$ cat src/rtl/cs_address_sequencer_pkg.sv
// cs_address_sequencer_pkg: shared COND encodings, FSM states and reset/decode constants
package cs_address_sequencer_pkg;
    typedef enum logic [2:0] {
        COND_NEXT   = 3'b000,
        COND_N      = 3'b001,
        COND_Z      = 3'b010,
        COND_V      = 3'b011,
        COND_C      = 3'b100,
        COND_IR13   = 3'b101,
        COND_JUMP   = 3'b110,
        COND_DECODE = 3'b111
    } cond_e;
    typedef enum logic {ST_RUN = 1'b0, ST_WAIT = 1'b1} state_e;
    localparam logic [10:0] CS_RESET_ADDR = 11'd0;
    localparam logic DECODE_PREFIX = 1'b1;
endpackage

$ cat src/rtl/cs_address_sequencer_next_address.sv
// cs_next_address: combinational next control-store address (COND mux, flag select, CSAI, opcode decode)
module cs_next_address
    import cs_address_sequencer_pkg::*;
#(
    parameter int DATAWIDTH_JUMPADDRESS = 11,
    parameter int DATAWIDTH_CONDITION   = 3,
    parameter int DATAWIDTH_OP          = 2,
    parameter int DATAWIDTH_OP3         = 6
) (
    input  logic [DATAWIDTH_JUMPADDRESS-1:0] address,
    input  logic [DATAWIDTH_CONDITION-1:0]   condition,
    input  logic [DATAWIDTH_JUMPADDRESS-1:0] jump_address,
    input  logic [3:0]                       flags,
    input  logic [DATAWIDTH_OP-1:0]          op,
    input  logic [DATAWIDTH_OP3-1:0]         op3,
    input  logic                             ir13,
    output logic [DATAWIDTH_JUMPADDRESS-1:0] next_address
);
    logic [DATAWIDTH_JUMPADDRESS-1:0] csai;
    logic [DATAWIDTH_JUMPADDRESS-1:0] decode;
    logic                             take;
    always_comb begin
        csai   = address + 1'b1;
        decode = {DECODE_PREFIX, op, op3, 2'b00};
        take   = condition == COND_N    ? flags[3] :
                 condition == COND_Z    ? flags[2] :
                 condition == COND_V    ? flags[1] :
                 condition == COND_C    ? flags[0] :
                 condition == COND_IR13 ? ir13 :
                 condition == COND_JUMP;
        next_address = condition == COND_DECODE ? decode : take ? jump_address : csai;
    end
endmodule

$ cat src/rtl/cs_address_sequencer.sv
// cs_address_sequencer: control-store address register plus RUN/WAIT memory-stall FSM.
// Optional CS_ADDRESS_SEQUENCER_SINGLE_STEP_EN adds Step_In gating of RUN-state advances.
module cs_address_sequencer
    import cs_address_sequencer_pkg::*;
#(
    parameter int DATAWIDTH_JUMPADDRESS = 11,
    parameter int DATAWIDTH_CONDITION   = 3,
    parameter int DATAWIDTH_OP          = 2,
    parameter int DATAWIDTH_OP3         = 6
) (
    input  logic                             CS_ADDRESS_SEQUENCER_CLOCK_50,
    input  logic                             CS_ADDRESS_SEQUENCER_ResetInLow_In,
    input  logic [DATAWIDTH_CONDITION-1:0]   CS_ADDRESS_SEQUENCER_Condition_InBus,
    input  logic [DATAWIDTH_JUMPADDRESS-1:0] CS_ADDRESS_SEQUENCER_JumpAddress_InBus,
    input  logic                             CS_ADDRESS_SEQUENCER_RD_In,
    input  logic                             CS_ADDRESS_SEQUENCER_WR_In,
    input  logic                             CS_ADDRESS_SEQUENCER_MemAck_In,
    input  logic [3:0]                       CS_ADDRESS_SEQUENCER_Flags_InBus,
    input  logic [DATAWIDTH_OP-1:0]          CS_ADDRESS_SEQUENCER_Op_InBus,
    input  logic [DATAWIDTH_OP3-1:0]         CS_ADDRESS_SEQUENCER_Op3_InBus,
    input  logic                             CS_ADDRESS_SEQUENCER_IR13_In,
`ifdef CS_ADDRESS_SEQUENCER_SINGLE_STEP_EN
    input  logic                             CS_ADDRESS_SEQUENCER_Step_In,
`endif
    output logic [DATAWIDTH_JUMPADDRESS-1:0] CS_ADDRESS_SEQUENCER_CSAddress_OutBus,
    output logic                             CS_ADDRESS_SEQUENCER_Stall_Out
);
    logic [DATAWIDTH_JUMPADDRESS-1:0] next_address;
    logic                             request;
    logic                             ack;
    logic                             step;
    state_e                           state;
    assign request = CS_ADDRESS_SEQUENCER_RD_In | CS_ADDRESS_SEQUENCER_WR_In;
    assign ack     = CS_ADDRESS_SEQUENCER_MemAck_In;
`ifdef CS_ADDRESS_SEQUENCER_SINGLE_STEP_EN
    assign step = CS_ADDRESS_SEQUENCER_Step_In;
`else
    assign step = 1'b1;
`endif
    cs_next_address #(
        .DATAWIDTH_JUMPADDRESS(DATAWIDTH_JUMPADDRESS),
        .DATAWIDTH_CONDITION  (DATAWIDTH_CONDITION),
        .DATAWIDTH_OP         (DATAWIDTH_OP),
        .DATAWIDTH_OP3        (DATAWIDTH_OP3)
    ) u_next (
        .address     (CS_ADDRESS_SEQUENCER_CSAddress_OutBus),
        .condition   (CS_ADDRESS_SEQUENCER_Condition_InBus),
        .jump_address(CS_ADDRESS_SEQUENCER_JumpAddress_InBus),
        .flags       (CS_ADDRESS_SEQUENCER_Flags_InBus),
        .op          (CS_ADDRESS_SEQUENCER_Op_InBus),
        .op3         (CS_ADDRESS_SEQUENCER_Op3_InBus),
        .ir13        (CS_ADDRESS_SEQUENCER_IR13_In),
        .next_address(next_address)
    );
    // Stall is registered alongside the state so it never depends combinationally on inputs.
    always_ff @(posedge CS_ADDRESS_SEQUENCER_CLOCK_50) begin
        if (!CS_ADDRESS_SEQUENCER_ResetInLow_In) begin
            CS_ADDRESS_SEQUENCER_CSAddress_OutBus <= CS_RESET_ADDR;
            CS_ADDRESS_SEQUENCER_Stall_Out        <= 1'b0;
            state                                 <= ST_RUN;
        end else if (state == ST_WAIT) begin
            if (ack) begin
                CS_ADDRESS_SEQUENCER_CSAddress_OutBus <= next_address;
                CS_ADDRESS_SEQUENCER_Stall_Out        <= 1'b0;
                state                                 <= ST_RUN;
            end
        end else if (!step) begin
            CS_ADDRESS_SEQUENCER_Stall_Out <= 1'b1;
        end else if (request && !ack) begin
            CS_ADDRESS_SEQUENCER_Stall_Out <= 1'b1;
            state                          <= ST_WAIT;
        end else begin
            CS_ADDRESS_SEQUENCER_CSAddress_OutBus <= next_address;
            CS_ADDRESS_SEQUENCER_Stall_Out        <= 1'b0;
        end
    end
endmodule

$ cat config.mk
export PLATFORM = sky130hd
export DESIGN_NAME = cs_address_sequencer
export DESIGN_NICKNAME = d
export VERILOG_FILES = /design/src/rtl/cs_address_sequencer_pkg.sv /design/src/rtl/cs_address_sequencer_next_address.sv /design/src/rtl/cs_address_sequencer.sv
export SDC_FILE = /design/constraint.sdc
export NUM_CORES = 1
export LEC_CHECK = 0
export ABC_AREA = 1
export CAP_MARGIN = 20
export CORE_ASPECT_RATIO = 0.7
export CORE_MARGIN = 2
export CORE_UTILIZATION = 38
export CTS_CLUSTER_DIAMETER = 100
export CTS_CLUSTER_SIZE = 8
export DETAILED_ROUTE_END_ITERATION = 7
export PLACE_DENSITY = 0.82
export SLEW_MARGIN = 20
export SYNTH_ARGS = -nofsm -noshare
export SYNTH_HDL_FRONTEND = slang
export SYNTH_SLANG_ARGS = --single-unit
$ cat constraint.sdc
create_clock -name CS_ADDRESS_SEQUENCER_CLOCK_50 -period 1.59 [get_ports CS_ADDRESS_SEQUENCER_CLOCK_50]
set_clock_uncertainty 0.15 [all_clocks]
set_input_delay 0.318 -clock CS_ADDRESS_SEQUENCER_CLOCK_50 [delete_from_list [all_inputs] [get_ports CS_ADDRESS_SEQUENCER_CLOCK_50]]
set_output_delay 0.318 -clock CS_ADDRESS_SEQUENCER_CLOCK_50 [all_outputs]
set_load 0.03 [all_outputs]
==> results of run 1 <==
## how the worst max path moves through the flow
stage,from,end,slack (ns),cells after the start
global placement,CS_ADDRESS_SEQUENCER_Condition_InBus[0],CS_ADDRESS_SEQUENCER_CSAddress_OutBus[1],-0.34,8
floorplan,CS_ADDRESS_SEQUENCER_CSAddress_OutBus[0],CS_ADDRESS_SEQUENCER_CSAddress_OutBus[10],0.00009,10
global route,CS_ADDRESS_SEQUENCER_WR_In,CS_ADDRESS_SEQUENCER_CSAddress_OutBus[4],-0.04,7
finish,CS_ADDRESS_SEQUENCER_MemAck_In,CS_ADDRESS_SEQUENCER_CSAddress_OutBus[5],0.03,8
CTS,CS_ADDRESS_SEQUENCER_MemAck_In,CS_ADDRESS_SEQUENCER_CSAddress_OutBus[9],0.003,9
detailed placement,CS_ADDRESS_SEQUENCER_Condition_InBus[0],CS_ADDRESS_SEQUENCER_CSAddress_OutBus[9],-0.42,8
## flip-flops by register name, summed over array words and instances, names as in the netlist
name / count
CS_ADDRESS_SEQUENCER_CSAddress_OutBus: 11
CS_ADDRESS_SEQUENCER_Stall_Out: 1
state: 1
## power groups by stage
stage | clock network (W) | logic [W] | registers [W]
2_1_floorplan | 0 | 0.000182 | 0.000469
3_3_place_gp | 0 | 0.000480 | 0.000396
3_5_place_dp | 0 | 0.000487 | 0.000397
4_1_cts | 0.000313 | 0.000491 | 0.000390
5_1_grt | 0.000329 | 0.000585 | 0.000396
6_report | 0.000307 | 0.000535 | 0.000392
## cell usage after synthesis, drive strengths merged
library cell,count,area share
buf,2,0.016
ha,1,0.012
a31oi,1,0.0061
xnor2,2,0.017
clkbuf,2,0.0074
xor2,1,0.0086
nand4,2,0.018
or2,1,0.0061
nand3,31,0.16
nand2,42,0.16
nor2,11,0.040
o21ai,21,0.10
a21oi,11,0.058
dfxtp,13,0.26
inv,34,0.13
## critical path, cell delays in order
cell and delay (ns):
clkdlybuf4s50_1 0.47, inv_2 0.05, o21ai_2 0.07, nand2_2 0.11, a31oi_4 0.20, buf_6 0.15
nand3_1 0.11, a21oi_1 0.13
## area by class of cell
type / instances / area, um2 / share of cell area
Clock buffer: 4 / 45.04 / 0.02525
Tap cell: 34 / 42.54 / 0.02384
Multi-Input combinational cell: 124 / 681.9 / 0.3822
Sequential cell: 13 / 267.8 / 0.1501
Inverter: 34 / 140.1 / 0.07854
Timing Repair Buffer: 67 / 606.8 / 0.3401
## metal layers
metal  GRT usage  up-vias  routed length, um
li1            -      700                  -
met2      0.3556       51               1495
met1      0.2929      609               1518
met4     0.02500        0                 14
met3     0.05995        3                262
met5           0        -                  0
## cells by family (layout without fill, tap and decap cells)
logic type / after synthesis / count (layout) / synth area share
AOI/OAI and AO/OA: 33 / 33 / 0.1669
xor gates and xnor gates: 3 / 3 / 0.02577
adders and majority gates: 1 / 1 / 0.01227
buffers and inverters: 38 / 105 / 0.1485
DFF: 13 / 13 / 0.2552
and+or+nand+nor: 87 / 87 / 0.3914
## stage by stage
| step | instances | power [W] |
|---|---|---|
| 2_1_floorplan | 175 | 0.0006511 |
| 6_report | 276 | 0.001234 |
| 3_5_place_dp | 266 | 0.0008844 |
| 5_1_grt | 276 | 0.001310 |
| 4_1_cts | 272 | 0.001195 |
| 3_3_place_gp | 266 | 0.0008767 |
## cells in the final DEF (no fill, tap or decap), drive strengths merged
cell type and instances:
ha 1, nand3 31, nor2 11, a31oi 1, dlygate4sd2 11, dfxtp 13, buf 27, clkdlybuf4s50 27
o21ai 21, nand4 2, dlymetal6s2s 1, nand2 42, xor2 1, xnor2 2, a21oi 11, clkinv 1
inv 33, clkbuf 5, or2 1
## timing repair
item / CTS / global route
pin swaps: 1 / 10
buffers inserted: 1 / 4
endpoints found under the setup margin: 20 / 11
resized for setup: 22 / 20
gates cloned: 1 / 0
==> summary.txt, run 1 <==
Outcome
  • Run status: completed

Placement
  • GPL Wtd Cong: 0.8160
  • Number of port buffers: 43
  • Post-DP Area: 0.001609 mm2
  • Worst slack at placement: -0.4162 ns
  • Final HPWL DP: 2.324 mm

Setup path
  • Crit Path Category: input pin to flop
  • R2r startpoint: CS_ADDRESS_SEQUENCER_CSAddress_OutBus[4]
  • Critical Path RT: 1.62 ns
  • R2R depth: 10
  • Crit path max fanout: 6
  • Worst EP arrival: 1.60 ns
  • CP Launch Type: input pin
  • Critical path capture point type: flop
  • R2R setup slack: 0.10 ns
  • Reg-to-reg critical path endpoint: CS_ADDRESS_SEQUENCER_CSAddress_OutBus[10]

Floorplan
  • Die Width: 65.92 um
  • Core region area: 0.002496 mm2
  • Die Y: 47.34 um
  • Io pins: 44
  • Initial Util: 0.4085
  • Die area: 0.003120 mm2
  • Core Rows: 15

Power and ir drop
  • Cell Int Power: 0.0007909 W
  • Worst VDD drop: 429.4 uV
  • Sequential power share: 0.318
  • Psw: 0.0004427 W
  • Clock Power Share: 0.248
  • Switching Fraction: 0.3589
  • P_leak: 0.8686 nW
  • PwrDens: 691.4 mW/mm2
  • Combinational power share: 0.434

Synthesis
  • Flops & latches, synth: 13
  • Post-Syn Nets: 208
  • Syn_area_per_cell: 5.827 um2
  • YS warnings: 0
  • Distinct cells, synth: 23
  • Sequential fraction of the synthesis area: 0.2552
  • Synth Cell Area: 0.001020 mm2
  • Post-synthesis instance total: 175

Timing
  • Worst-margin pin slew: 0.3118 ns
  • Slew Limit Fails: 0
  • Unrepaired setup endpoints after global routing: true
  • Worst hold margin: 0.3420 ns
  • Final WS setup: 0.02833 ns
  • Tmin final: 1.562 ns
  • Maximum clock rate: 640.3 MHz
  • Setup violations, final: 0
  • Max-slew headroom: 0.7930
  • Setup TNS: 0 ns
  • Tcrit/Tclk final: 0.9822
  • Fin. Hold Viols: 0

Global routing
  • GRT overflow: 0
  • Vias in the first global route: 1,074
  • First-pass GRT wire length: 4.912 mm
  • Initial antenna violation count: 0
  • Largest net degree at the start of global routing: 18
  • Tot GR Track Use: 0.2150

Cells and area
  • Area grow syn2layout: 74.97%
  • Final Core Density: 0.7148
  • N_diodes: 0
  • Post-route cell area: 0.001784 mm2
  • Nets: 276
  • Share of cells above drive strength 1: 0.2438
  • Fill cells: 196

Drt
  • Total routed wirelength: 3.291 mm
  • DRC: 0
  • Total vias in the final route: 1,363
  • Vias per cell: 4.938
  • Routed length per placed instance: 11.92 um
  • DR pass1 iterations: 4
  • DRT antenna net count: 0
  • Initial DRC Count: 91

CTS
  • Clk Latency, worst-skew pair: 0.25 ns
  • CTS Buf Count: 3
  • Htree depth: 1
  • Clk buf depth: 2
  • Clock edge transition at the registers on the reported setup and hold paths: 0.06 ns
  • Clock sinks: 13
  • CTS tree: done
  • Root buffer cell: clkbuf_8
  • CTS Hold Bufs: 0

Hold path
  • Hold Crit Class: flop to flop
  • HP Start: CS_ADDRESS_SEQUENCER_Stall_Out
  • Worst hold stages: 2
  • Hold Path Sink: CS_ADDRESS_SEQUENCER_Stall_Out

Flow run
  • Max Cap Viol: 0
Power figures use the tool's default switching activity.
==> run 2: changes to the inputs <==
Clock period 1.59 ns to 1.4 ns, I/O delays scaled along.
==> run 2 against run 1 <==
Net effect:
- the run now ends with negative setup slack left
- combinational power grew 20%
- die area unchanged
- first-iteration DRC count grew 74%
- sequential cell count unchanged
- setup slack got worse by 0.045 ns
- hold slack better by 0.0068 ns
- clock power rose by 14%
- wire length is 10% higher
- count of clock-buffer cells in the layout did not move
- critical path depth is 2 higher
- via count increased by 2.3%
- cell count fell by 1.1%
==> summary.txt, run 2 (synthesis results as in run 1) <==
Setup path
  • Crit Path Category: flop to flop (was input pin to flop)
  • R2r startpoint: CS_ADDRESS_SEQUENCER_CSAddress_OutBus[1] (was CS_ADDRESS_SEQUENCER_CSAddress_OutBus[4])
  • Critical Path RT: 1.40 ns (was 1.62 ns)
  • Reg-to-reg critical path endpoint: CS_ADDRESS_SEQUENCER_CSAddress_OutBus[10] (unchanged)
  • R2R depth: 10 (unchanged)
  • Sequence of cells on the critical path: ha_4 > nand2_4 > nor2_4 > nand3_2 > nor2_1 > nand2_1 > nand3_1 > nand3_1 > nand2_1 > inv_1 (was clkdlybuf4s50_1 > inv_2 > o21ai_2 > nand2_2 > a31oi_4 > buf_6 > nand3_1 > a21oi_1)
  • Slowest stage delay, CP: 0.37 ns (was 0.47 ns)
  • Critical path capture point type: flop (unchanged)
  • CP Launch Type: flop (was input pin)
  • Worst EP arrival: 1.42 ns (was 1.60 ns)
  • Slowest CP cell: dfxtp_4 (was clkdlybuf4s50_1)
  • R2R setup slack: -0.02 ns (was 0.10 ns)
  • Crit path max fanout: 3 (was 6)

Outcome
  • Run status: finished, violations left (was completed)
  • Failing checks: negative setup slack

Floorplan
  • Initial Util: 0.4085 (unchanged)
  • Die area: 0.003120 mm2 (unchanged)
  • Die Width: 65.92 um (unchanged)
  • Core Rows: 15 (unchanged)
  • Io pins: 44 (unchanged)
  • Die Y: 47.34 um (unchanged)
  • Core region area: 0.002496 mm2 (unchanged)

Drt
  • Routed length per placed instance: 13.26 um (was 11.92 um)
  • Total vias in the final route: 1,394 (was 1,363)
  • DR pass1 iterations: 4 (unchanged)
  • DRC: 0 (unchanged)
  • Vias per cell: 5.106 (was 4.938)
  • Initial DRC Count: 158 (was 91)
  • DRT antenna net count: 0 (unchanged)
  • Total routed wirelength: 3.620 mm (was 3.291 mm)

Cells and area
  • Most common cell after layout, fill and taps aside: nand2_1 (unchanged)
  • Post-route cell area: 0.001841 mm2 (was 0.001784 mm2)
  • Nets: 273 (was 276)
  • N_diodes: 0 (unchanged)
  • Max FFs per register: 11 (unchanged)
  • Area grow syn2layout: 80.49% (was 74.97%)
  • Most frequent cells in the layout: nand2_1 (38), inv_1 (26), buf_4 (26) (was nand2_1 (38), nand3_1 (28), inv_1 (27), clkdlybuf4s50_1 (27), buf_4 (24))
  • Non-filler cells, final: 273 (was 276)
  • Biggest register: CS_ADDRESS_SEQUENCER_CSAddress_OutBus (unchanged)
  • Top flop regs: CS_ADDRESS_SEQUENCER_CSAddress_OutBus: 11 flops, CS_ADDRESS_SEQUENCER_Stall_Out: 1 flops, state: 1 flops (unchanged)
  • Share of cells above drive strength 1: 0.3556 (was 0.2438)

Timing
  • Final WS setup: -0.01624 ns (was 0.02833 ns)
  • Unrepaired setup endpoints after global routing: true (unchanged)
  • Tmin final: 1.416 ns
  • Fin. Hold Viols: 0 (unchanged)
  • Setup violations, final: 1 (was 0)
  • Tcrit/Tclk final: 1.012
  • Max-slew headroom: 0.8100 (was 0.7930)
  • Worst-margin pin slew: 0.2820 ns (was 0.3118 ns)
  • Slew Limit Fails: 0 (unchanged)
  • Maximum clock rate: 706.1 MHz

Global routing
  • Vias in the first global route: 1,137 (was 1,074)
  • GRT overflow: 0 (unchanged)
  • Tot GR Track Use: 0.2242 (was 0.2150)
  • Largest net degree at the start of global routing: 18 (unchanged)
  • First-pass GRT wire length: 5.209 mm (was 4.912 mm)
  • Initial antenna violation count: 0 (unchanged)

Hold path
  • Hold Crit Class: flop to flop (unchanged)
  • Worst hold stages: 2 (unchanged)
  • Hold Path Sink: CS_ADDRESS_SEQUENCER_Stall_Out (unchanged)
  • HP Start: CS_ADDRESS_SEQUENCER_Stall_Out (unchanged)

Placement
  • Worst slack at placement: -0.5634 ns (was -0.4162 ns)
  • Final HPWL DP: 2.349 mm (was 2.324 mm)
  • GPL Wtd Cong: 0.8651 (was 0.8160)
  • Number of port buffers: 43 (unchanged)
  • Post-DP Area: 0.001617 mm2 (was 0.001609 mm2)
  • Placed cells: 266 (unchanged)

Power and ir drop
  • P_leak: 0.8784 nW (was 0.8686 nW)
  • Total power: 0.001448 W (was 0.001234 W)
  • Worst VDD drop: 503.9 uV (was 429.4 uV)
  • PwrDens: 787.0 mW/mm2 (was 691.4 mW/mm2)

CTS
  • Clk Latency, worst-skew pair: 0.25 ns (about the same)
  • Htree depth: 1 (unchanged)
  • Clk buf depth: 2 (unchanged)
  • CTS Buf Count: 3 (unchanged)
  • CTS tree: done (unchanged)
  • Root buffer cell: clkbuf_8 (unchanged)
  • Clock edge transition at the registers on the reported setup and hold paths: 0.06 ns (about the same)
  • Clock sinks: 13 (unchanged)

Flow run
  • Max Cap Viol: 0 (unchanged)
## run 2: cell count changes in the layout (fill, tap and decap cells not counted), moves of 5 or more
cell / delta
dfxtp_2: +6
nand3_2: +6
clkdlybuf4s50_1: -7
dfxtp_1: -6
dlygate4sd2_1: -7
nand3_1: -8
buf_6: +5
## run 2: layer usage
layer | wire length, um | GRT usage
met5 | 0 | 0
met4 | 47 | 0.06250
met3 | 283 | 0.06475
met2 | 1711 | 0.3535
met1 | 1578 | 0.3034
## run 2: through the flow
stage | hold slack, ns | TNS [ns] | utilization
final | 0.3488 | -0.01624 | 0.7373
after global routing | 0.3586 | -0.3909 | 0.7373
after CTS | 0.3477 | -0.001864 | 0.7063
after detailed placement | 0.3402 | -5.788 | 0.6476
after global placement | 0.3224 | -5.116 | 0.6476
after floorplan | 0.2763 | -0.1203 | -
## run 2: layout make-up
type | instances | area (um2)
clock buffer | 4 | 45.04
inverter | 34 | 130.1
timing repair buffer | 64 | 571.8
sequential | 13 | 275.3
multi-input combinational | 124 | 775.7
tap | 34 | 42.54
fill | 195 | 655.6
## run 2: timing repair
item,CTS,global route
hold buffers,0,0
setup endpoints to repair,12,12
resized for setup,31,30
cloned,1,0
pin swaps,14,11
buffers inserted,2,0
## run 2: worst max-delay path: cells and delay by family (launching register included)
kind                     cells  cell delay, ns
adder cells (fa/ha/maj)      1            0.15
buffers and inverters        1            0.03
flip-flops                   1            0.37
AND/OR/NAND/NOR              8            0.61
## run 2: how the worst max path moves through the flow
| stage | slack (ns) | from | cells past startpoint | endpoint |
|---|---|---|---|---|
| after floorplan | -0.11 | CS_ADDRESS_SEQUENCER_CSAddress_OutBus[0] | 10 | CS_ADDRESS_SEQUENCER_CSAddress_OutBus[10] |
| after global placement | -0.49 | CS_ADDRESS_SEQUENCER_Condition_InBus[0] | 8 | CS_ADDRESS_SEQUENCER_CSAddress_OutBus[9] |
| after detailed placement | -0.56 | CS_ADDRESS_SEQUENCER_Condition_InBus[1] | 8 | CS_ADDRESS_SEQUENCER_CSAddress_OutBus[9] |
| after CTS | -0.002 | CS_ADDRESS_SEQUENCER_Flags_InBus[2] | 8 | CS_ADDRESS_SEQUENCER_CSAddress_OutBus[8] |
| after global routing | -0.11 | CS_ADDRESS_SEQUENCER_CSAddress_OutBus[1] | 10 | CS_ADDRESS_SEQUENCER_CSAddress_OutBus[10] |
| final | -0.02 | CS_ADDRESS_SEQUENCER_CSAddress_OutBus[1] | 10 | CS_ADDRESS_SEQUENCER_CSAddress_OutBus[10] |
## run 2: report_power, final
group / leakage, nW / internal, W / switching [W]
logic: 0.745 / 0.000292 / 0.000348
registers: 0.111 / 0.000415 / 0.0000446
clock network: 0.0228 / 0.000202 / 0.000147
